--- src/rtl/sar_search_controller.sv ---
// sar_search_controller: binary search of a comparator's unknown operand A by driving trial values on B.
// Define SAR_SETTLE_EN to insert a SETTLE cycle before every comparator sample.
module sar_search_controller #(
    parameter int WIDTH = 4,
    parameter int SW    = $clog2(WIDTH + 2)
) (
    input  logic             clk,
    input  logic             rst_n,
    input  logic             start,
    input  logic             cmp_l,
    input  logic             cmp_g,
    input  logic             cmp_e,
    output logic [WIDTH-1:0] trial,
    output logic             busy,
    output logic             done,
    output logic             found,
    output logic             err,
    output logic [WIDTH-1:0] result,
    output logic [SW-1:0]    steps
);
    typedef enum logic [1:0] {IDLE, SEARCH, SETTLE, DONE} state_t;
`ifdef SAR_SETTLE_EN
    localparam state_t PROBE = SETTLE;
`else
    localparam state_t PROBE = SEARCH;
`endif
    localparam logic [WIDTH:0] TOP = {1'b0, {WIDTH{1'b1}}};
    localparam logic [WIDTH:0] ONE = 1;

    state_t           state_q, state_d;
    logic [WIDTH-1:0] trial_q, trial_d, result_q, result_d;
    logic [WIDTH:0]   lo_q, lo_d, hi_q, hi_d, lo_n, hi_n;
    logic [WIDTH+1:0] sum;
    logic [SW-1:0]    steps_q, steps_d;
    logic             found_q, found_d, err_q, err_d;
    logic [2:0]       code;

    assign code = {cmp_l, cmp_g, cmp_e};

    always_comb begin
        state_d  = state_q;
        trial_d  = trial_q;
        lo_d     = lo_q;
        hi_d     = hi_q;
        steps_d  = steps_q;
        found_d  = found_q;
        err_d    = err_q;
        result_d = result_q;
        lo_n     = lo_q;
        hi_n     = hi_q;
        sum      = '0;
        case (state_q)
            IDLE, DONE: begin
                if (start) begin
                    lo_d     = '0;
                    hi_d     = TOP;
                    trial_d  = WIDTH'(TOP >> 1);
                    steps_d  = '0;
                    found_d  = 1'b0;
                    err_d    = 1'b0;
                    result_d = '0;
                    state_d  = PROBE;
                end else begin
                    state_d  = IDLE;
                end
            end
            SETTLE: state_d = SEARCH;
            SEARCH: begin
                steps_d = steps_q + SW'(1);
                if (code == 3'b001) begin
                    result_d = trial_q;
                    found_d  = 1'b1;
                    state_d  = DONE;
                end else if (code == 3'b010 || code == 3'b100) begin
                    lo_n = cmp_g ? {1'b0, trial_q} + ONE : lo_q;
                    hi_n = cmp_l ? {1'b0, trial_q} - ONE : hi_q;
                    lo_d = lo_n;
                    hi_d = hi_n;
                    sum  = {1'b0, lo_n} + {1'b0, hi_n};
                    // hi may be -1 after L at trial 0; its top bit acts as a sign
                    if ($signed({1'b0, lo_n}) > $signed({hi_n[WIDTH], hi_n})) begin
                        state_d = DONE;
                    end else begin
                        trial_d = WIDTH'(sum >> 1);
                        state_d = PROBE;
                    end
                end else begin
                    err_d   = 1'b1;
                    state_d = DONE;
                end
            end
            default: state_d = IDLE;
        endcase
    end

    always_ff @(posedge clk or negedge rst_n) begin
        if (!rst_n) begin
            state_q  <= IDLE;
            trial_q  <= '0;
            lo_q     <= '0;
            hi_q     <= '0;
            steps_q  <= '0;
            found_q  <= 1'b0;
            err_q    <= 1'b0;
            result_q <= '0;
        end else begin
            state_q  <= state_d;
            trial_q  <= trial_d;
            lo_q     <= lo_d;
            hi_q     <= hi_d;
            steps_q  <= steps_d;
            found_q  <= found_d;
            err_q    <= err_d;
            result_q <= result_d;
        end
    end

    assign trial  = trial_q;
    assign busy   = (state_q == SEARCH) || (state_q == SETTLE);
    assign done   = (state_q == DONE);
    assign found  = found_q;
    assign err    = err_q;
    assign result = result_q;
    assign steps  = steps_q;
endmodule

--- config.mk ---
export PLATFORM = sky130hd
export DESIGN_NAME = sar_search_controller
export DESIGN_NICKNAME = d
export VERILOG_FILES = /design/src/rtl/sar_search_controller.sv
export SDC_FILE = /design/constraint.sdc
export NUM_CORES = 1
export LEC_CHECK = 0
export ABC_AREA = 1
export CAP_MARGIN = 15
export CORE_UTILIZATION = 35
export CTS_BUF_LIST = sky130_fd_sc_hd__clkbuf_4 sky130_fd_sc_hd__clkbuf_8
export CTS_CLUSTER_SIZE = 8
export DETAILED_ROUTE_END_ITERATION = 10
export SLEW_MARGIN = 20
export SYNTH_ARGS = -nofsm -noshare
export SYNTH_HDL_FRONTEND = slang
export SYNTH_SLANG_ARGS = --single-unit
export TNS_END_PERCENT = 10
--- constraint.sdc ---
create_clock -name clk -period 2.37 [get_ports clk]
set_clock_uncertainty 0.15 [all_clocks]
set_input_delay 0.237 -clock clk [delete_from_list [all_inputs] [get_ports clk]]
set_output_delay 0.237 -clock clk [all_outputs]
set_load 0.05 [all_outputs]
---- Word level (Yosys, flattened, before mapping) ----
Cells that the tools add are included.
storage, ports and cells
  register bits after elaboration ......... 25
  input bits .............................. 6
  output and inout bits ................... 15
  logic and storage cells ................. 66
cells by class
  add/subtract/negate cells ............... 4
  magnitude comparators ................... 1
  equality and inequality tests ........... 12
  multiplexer cells ....................... 31
  reductions and logical operators ........ 10
operator list
  cell                                               count
  2-to-1 mux 5 bit                                   8
  2-to-1 mux 4 bit                                   6
  one-hot mux 5 bit (2 select lines)                 2
  one-hot mux 4 bit (2 select lines)                 2
  inequality test 2 bit (second input constant)      6
  AND reduction 4 bit                                2
  > comparator 6 x 5 -> 1 bit                        1
  2-to-1 mux 2 bit                                   3
  one-hot mux 2 bit (3 select lines)                 1
  one-hot mux 3 bit (2 select lines)                 1
  adder 4 x 1 -> 5 bit (second input constant)       1
  adder 5 bit                                        1
  2-to-1 mux 1 bit                                   5
  AND reduction 5 bit                                1
  subtractor 4 x 1 -> 5 bit (second input constant)  1
  == test 2 bit (second input constant)              2
  one-hot mux 1 bit (2 select lines)                 2
  adder 3 x 1 -> 3 bit (second input constant)       1
  == test 3 x 1 -> 1 bit (second input constant)     1
  == test 3 x 2 -> 1 bit (second input constant)     1
  == test 3 bit (second input constant)              1
  2-to-1 mux 3 bit                                   1
  AND reduction 3 bit                                1
  == test 2 x 1 -> 1 bit (second input constant)     1
  other kinds (5)                                    6

---- Logic depth before layout (Yosys ltp) ----
Gate-level depths: netlist of the first run.
  word-level depth ........................ 7
  mapped depth ............................ 17
  depth with buffers taken out ............ 17

---- Worst setup path before layout of the first run ----
Ideal clock, no wire load.
  kind .................................... register -> register
  start ................................... register trial_q[0] (netlist: trial[0])
  end ..................................... register trial_q[0] (netlist: trial[0])
  library setup time ...................... 0.065 ns
  arrival ................................. 2.526 ns
  slack ................................... -0.372 ns
  stages on the path, launching flop included .. 18
  buffers on the path ..................... 0
  path through ............................ dfrtp_1 > inv_1 > ha_1 > nand2_1 > nand2_1 > o21bai_1 > o21ai_0 > inv_1 > ha_1 > nor2_1 > nand2_1 > nand3_1 > nand2_1 > nand2_1 > nand3_2 > nand2_1 > nand2_1 > nand2_1
between the ends
  cells in the longest elaborated chain, start to end .. 7
ends and longest elaborated chain
  what                                                                      line    text
  start, declared                                                           31      logic [WIDTH-1:0] trial_q, trial_d, result_q, result_d;
  start signal, assigned                                                    108     trial_q <= trial_d;
  adder 4 x 1 -> 5 bit / subtractor 4 x 1 -> 5 bit (equally long branches)  75, 76
  2-to-1 mux 5 bit, on equally long branches                                75, 76
  adder 5 bit                                                               79      sum = {1'b0, lo_n} + {1'b0, hi_n};
  2-to-1 mux 4 bit                                                          81      if ($signed({1'b0, lo_n}) > $signed({hi_n[WIDTH], hi_n})) begin
  2-to-1 mux 4 bit                                                          74      end else if (code == 3'b010 || code == 3'b100) begin
  2-to-1 mux 4 bit                                                          70      if (code == 3'b001) begin
  one-hot mux 4 bit (2 select lines)                                        52      case (state_q)
Parallel ways exist; a longest one is shown, timed or not. The select of a mux whose other input is x is not followed.
A chain may end at the register's enable or synchronous reset.

---- Worst setup path after layout of the first run ----
  start ................................... register trial_q[0] (netlist: trial[0])
  end ..................................... register trial_q[3] (netlist: trial[3])
The elaborated chain is that of the path after synthesis.

==> results of run 1 <==
==> cell families after synthesis <==
family                   share of synthesized area (%)
AO/OA/AOI/OAI                                     15.6
XOR/XNOR                                          1.08
adder cells (fa/ha/maj)                           12.8
buffers and inverters                             9.51
flip-flops                                        38.7
AND/OR/NAND/NOR                                   22.3
==> sequential cells by signal, indices dropped and copies added (netlist names) <==
signal,cells
err,1
found,1
hi_q,5
lo_q,5
result,4
state_q,2
steps,3
trial,4
==> worst register-to-register path: stages (launching register included) <==
cell	delay, ns
dfrtp_2	0.43
buf_6	0.13
nand2_4	0.05
nor3_4	0.22
nand2_1	0.12
o21ai_2	0.10
ha_1	0.27
inv_2	0.06
nand2_2	0.06
nor2_4	0.11
nand2_2	0.06
nand3_1	0.11
nand2_2	0.09
nand3_4	0.09
nand2_4	0.08
nand2_1	0.08
nand2_1	0.05
==> repair_timing <==
item / CTS / global route
pin swaps: 0 / 15
gates cloned: 0 / 0
gates resized for setup: 3 / 35
setup buffers: 2 / 2
endpoints found under the setup margin: 5 / 5
==> cells in the final DEF (no fill, tap or decap), types with 2 or more instances in the layout <==
cell / netlist / layout
nand2_4: 1 / 3
dfrtp_2: 0 / 4
o31ai_1: 2 / 2
nor3_4: 1 / 2
inv_2: 6 / 7
inv_1: 27 / 24
nand3_1: 14 / 13
nand2_1: 49 / 37
o22ai_1: 6 / 5
inv_4: 0 / 2
o21ai_2: 3 / 8
dfrtp_1: 25 / 21
nand2_2: 0 / 10
clkdlybuf4s50_1: 0 / 18
o21ai_1: 2 / 3
nor2_1: 7 / 6
ha_4: 0 / 2
ha_2: 0 / 2
a31oi_1: 2 / 2
o21bai_1: 2 / 2
nor2_4: 1 / 2
nor2_2: 2 / 2
ha_1: 15 / 11
o21ai_0: 9 / 3
o22ai_2: 2 / 3
buf_4: 0 / 33
a21oi_1: 10 / 9
clkbuf_8: 0 / 3
==> per-layer routing <==
metal,share of wire [%],wire (µm)
met1,46,1910
met2,49,2030
met3,3.1,130
met4,2.1,89
met5,0,0
==> area by class of cell <==
type,count,share of cell area [%]
Timing Repair Buffer,53,19.5
Sequential cell,25,27.4
Tap cell,52,2.83
Multi-Input combinational cell,137,42.2
Clock buffer,4,2.12
Inverter,34,5.98
==> synthesized netlist by cell type <==
cell type and instances:
inv_6 1, nand3_1 14, inv_1 27, o21a_1 1
nand3_2 1, nand2_4 1, dfrtp_1 25, a31oi_1 2
o22a_1 1, buf_2 2, xor2_1 1, inv_2 6
nor3_4 1, fa_1 1, xnor2_1 1, o22ai_2 2
or2_2 1, ha_1 15, o21bai_1 2, nor2_1 7
o31ai_1 2, nand2_1 49, nor2_2 2, a21oi_1 10
o21ai_0 9, o21ai_1 2, nand3b_1 1, buf_6 1
o21ai_2 3, o22ai_1 6, nor3_1 1, nor2_4 1
==> path summary, 6_finish.rpt <==
| check | start | slack (ns) | endpoint | cells past startpoint |
|---|---|---|---|---|
| max | trial[0] | 0.01 | trial[3] | 16 |
| min | rst_n | 0.18 | found | 2 |
| max reg2reg | trial[0] | 0.01 | trial[3] | 16 |
| min reg2reg | steps[1] | 0.35 | steps[1] | 2 |
| max in group asynchronous | rst_n | 1.61 | trial[1] | 2 |
| min in group clk | steps[1] | 0.35 | steps[1] | 2 |
==> per-stage QoR <==
stage	hold WS (ns)	setup TNS [ns]
finish	0.175	0
global route	0.210	-0.623
CTS	0.192	0
detailed placement	0.337	-1.73
global placement	0.327	-1.33
floorplan	-0.209	-0.0428
==> out/metrics.cfg, run 1 <==
[yosys]
yosys-top-cells-area = dfrtp_1 (39%), ha_1 (12%), nand2_1 (11%), inv_1 (6.3%), nand3_1 (4.3%)
synth_top_area_share_pct = 38.7
synthCells = 199
ys_warn_count = 0
synth.distinct_cells = 32
ys_seq_elements = 25
synth_nets = 221
synth.cell_area_mm2 = 0.00162
synth_area_per_cell_um2 = 8.13
yosys.area.top_type = dfrtp_1
synth-seq-area-share_pct = 38.7

[final_layout]
fillers = 432
postLayoutCoreUtil_pct = 52.5
register_area_um2 = 631
postLayoutCellArea_mm2 = 0.00230
layout-drive-gt1-share_pct = 36.0
n_antenna_cell = 0
nets = 276
multiInputGateArea_um2 = 971
final_cells = 305
area_growth_pct = 42.2

[timing]
worstMarginPinSlew_ns = 0.491
rsz0062_at_grt = true
fin_crit_ns = 2.36
slew_violations = 0
slew_headroom_pct = 67.2
setup-violations-final = 0
fmax_ghz = 0.424
fin_crit_sh_pct = 99.5
hold_viol = 0
layout_setup_ws_ns = 0.0126

[global_routing]
grt_overflow = 0
antenna_found_initial = 0
grt_max_degree = 26
met2_usage_pct = 28.7
use_met1_pct = 21.8
grt_busiest_layer = met2
grt_pass1_wl_um = 6440
grt_pass1_vias = 1399
met3_usage_pct = 2.02
track_usage_pct = 16.6

[worst_hold_path]
hp-class = in2async

[floorplanning]
io_pins = 21
fp.dieH_um = 70.0
initial_core_util_pct = 36.9
fp.dieW_um = 70.0
num_rows = 24
core_area_mm2 = 0.00438
die_area_mm2 = 0.00490

[detailed_routing]
postRouteAntennaNets = 0
wl_per_cell_um = 13.6
vias = 1486
drc = 0
drtIter0Drc = 74
drtPass1Iterations = 4
via_per_inst = 4.87
drt-total-wl_um = 4160

[clocking]
clk_root_buffer_cell = clkbuf_8
hold_buffers = 0
cts_tree = done
h-tree-depth = 1
cts.sinks = 25
cts_buffers = 3
clock_path_buffers = 2
clkLatencyLatePin_ns = 0.28
clkTransAtPathRegs_ns = 0.09

[critical_path]
worstSetupPathType = reg2reg
cpLargestDelayFamily = simple AND/OR/NAND/NOR gates
endpoint_kind = flip-flop
cp-start-kind = flip-flop
cpPeakStageDelay_ns = 0.43
cp.arrival_ns = 2.37
cp_cell_sequence = buf_6 -> nand2_4 -> nor3_4 -> nand2_1 -> o21ai_2 -> ha_1 -> inv_2 -> nand2_2 -> nor2_4 -> nand2_2 -> nand3_1 -> nand2_2 -> nand3_4 -> nand2_4 -> nand2_1 -> nand2_1
worst_path_max_delay_cell = dfrtp_2
cp.required_ns = 2.38
cp_max_fo = 5
crit_buf_inv = 2

[status]
status = completed

[placement]
dp.cells = 297
portBuffers = 20
dp_slack_ns = -0.363
place_congestion = 0.843
dp_hpwl_um = 3110
placed_area_mm2 = 0.00210

[run]
drv_cap = 0

Power of run 1 is left out: the tool's default activity adds up to more than one toggle a clock period on the data nets, which glitch-free logic cannot reach.
==> run 2: changes to the inputs <==
--- a/constraint.sdc
+++ b/constraint.sdc
@@ -4,2 +4,2 @@
 set_output_delay 0.237 -clock clk [all_outputs]
-set_load 0.05 [all_outputs]
+set_load 0.005 [all_outputs]
==> out/metrics.cfg, run 2 (same netlist as run 1, synthesis figures left out) <==
[placement]
dp_hpwl_um = 3150
place_congestion = 0.850
dp.cells = 299
placed_area_mm2 = 0.00209
portBuffers = 20

[critical_path]
endpoint_kind = flip-flop
cp_cell_sequence = inv_2 -> ha_4 -> nand2_1 -> nand2_1 -> buf_4 -> buf_4 -> nand2_1 -> buf_4 -> ha_1 -> inv_1 -> nand3_2 -> nand2_2 -> nand2_2 -> nand3_4 -> nand2_4 -> nand2_2 -> nand2_2
cpLargestDelayFamily = simple AND/OR/NAND/NOR gates
crit_buf_inv = 5
cp_max_fo = 5
cp.required_ns = 2.39
rr_startpoint = trial[1]
cpPeakStageDelay_ns = 0.40
cp-start-kind = flip-flop
worst_path_max_delay_cell = dfrtp_1
cp.arrival_ns = 2.35
worstSetupPathType = reg2reg
crit_top_cell = nand2_2
cp-startpoint = trial[1]

[global_routing]
grt_pass1_vias = 1344
grt_overflow = 0
met2_usage_pct = 31.5
grt_pass1_wl_um = 6600
met3_usage_pct = 2.31
use_met1_pct = 22.2
grt_max_degree = 26
track_usage_pct = 17.6
antenna_found_initial = 0
grt_busiest_layer = met2

[clocking]
clkLatencyLatePin_ns = 0.27
cts.sinks = 25
cts_tree = done
h-tree-depth = 1
clk_root_buffer_cell = clkbuf_8
clock_path_buffers = 2
cts_buffers = 3
clkTransAtPathRegs_ns = 0.09

[final_layout]
register_area_um2 = 626
fillers = 415
postLayoutCellArea_mm2 = 0.00235
final_cells = 305
nets = 276
final_cell_mix = nand2_1 (36), buf_4 (31), dfrtp_1 (25)
layout-drive-gt1-share_pct = 36.8
n_antenna_cell = 0
final_common_cell = nand2_1
area_growth_pct = 45.5
multiInputGateArea_mm2 = 0.00103
reg.largest.list = hi_q: 5 flops, lo_q: 5 flops

[power_and_ir_drop]
p_sw_share_pct = 46.3
clkPwrFrac_pct = 7.4
switchingPower_uw = 1610
power.leakage_uw = 0.00110
power_uw = 3470
seqPwrFrac_pct = 20.1
ir_drop_uv = 535
internal_power_uw = 1860
power_density_mw_per_mm2 = 1470
share_comb_of_total_power_pct = 72.4

[floorplanning]
fp.dieH_um = 70.0
fp.dieW_um = 70.0
num_rows = 24
die_area_mm2 = 0.00490
io_pins = 21
core_area_mm2 = 0.00438
initial_core_util_pct = 36.9

[detailed_routing]
drtIter0Drc = 47
drtPass1Iterations = 4
drc = 0
vias = 1544
via_per_inst = 5.06
drt-total-wl_um = 4240
wl_per_cell_um = 13.9
postRouteAntennaNets = 0

[timing]
fin_crit_ns = 2.33
fmax_ghz = 0.429
hold_viol = 0
slew_headroom_pct = 71.2
fin_crit_sh_pct = 98.3
worstMarginPinSlew_ns = 0.433
rsz0062_at_grt = true
slew_violations = 0
setup-violations-final = 0

[run]
drv_cap = 0

[status]
status = completed

[worst_hold_path]
hp-class = in2async

run 2: changes by cell type in the layout (fill, tap and decap cells not counted), moves of 2 or more:
cell / before / now
dfrtp_2: 4 / 0
dfrtp_1: 21 / 25
buf_4: 33 / 31
inv_2: 7 / 10
inv_4: 2 / 0
run 2: final cells by class:
class                           count  share of cell area, %
Multi-Input combinational cell    137                   43.6
Tap cell                           52                   2.76
Sequential cell                    25                   26.6
Inverter                           34                   5.64
Clock buffer                        3                   1.75
Clock inverter                      1                  0.213
Timing Repair Buffer               53                   19.4
run 2: path summary, 6_finish.rpt:
kind | end | slack [ns] | cells after the start
worst max-delay path | trial[1] | 0.04 | 17
worst min-delay path | result[1] | 0.19 | 2
worst max register to register | trial[1] | 0.04 | 17
worst min register to register | lo_q[0] | 0.35 | 2
max in group asynchronous | trial[2] | 1.61 | 2
min in group clk | lo_q[0] | 0.35 | 2
run 2: per-layer routing:
layer  routed length [µm]  part of all wire [%]
met5                    0                     0
met4                   99                   2.3
met2                 2120                    50
met3                  209                   4.9
met1                 1810                    43
run 2: power by group through the flow:
| stage | logic (µW) | clock network [µW] | registers (µW) |
|---|---|---|---|
| global placement | 2070 | 0 | 696 |
| detailed placement | 2080 | 0 | 701 |
| CTS | 2150 | 269 | 697 |
| global route | 2760 | 284 | 722 |
| floorplan | 1220 | 0 | 702 |
| finish | 2510 | 258 | 698 |
run 2: worst register-to-register path, stage by stage (launching register included):
cell     delay, ns
dfrtp_1       0.40
inv_2         0.13
ha_4          0.16
nand2_1       0.05
nand2_1       0.09
buf_4         0.11
buf_4         0.08
nand2_1       0.08
buf_4         0.16
ha_1          0.22
inv_1         0.08
nand3_2       0.08
nand2_2       0.07
nand2_2       0.07
nand3_4       0.09
nand2_4       0.07
nand2_2       0.09
nand2_2       0.05
run 2: repair_timing:
item                       in CTS  in global routing
setup buffers                   0                  2
setup endpoints to repair       5                  5
hold buffers                    0                  0
resized for setup              13                 43
pin swaps                       2                 16
run 2: through the flow:
stage / utilization (%) / hold WS, ns / setup slack (ns) / TNS, ns
2_1_floorplan: - / -0.209 / 0.00110 / 0
3_3_place_gp: 47.8 / 0.321 / -0.655 / -3.09
3_5_place_dp: 47.8 / 0.334 / -0.680 / -3.20
4_1_cts: 49.5 / 0.193 / -0.0393 / -0.116
5_1_grt: 53.7 / 0.215 / -0.105 / -0.431
6_report: 53.7 / 0.190 / 0.0398 / 0
Power figures use the tool's default switching activity.
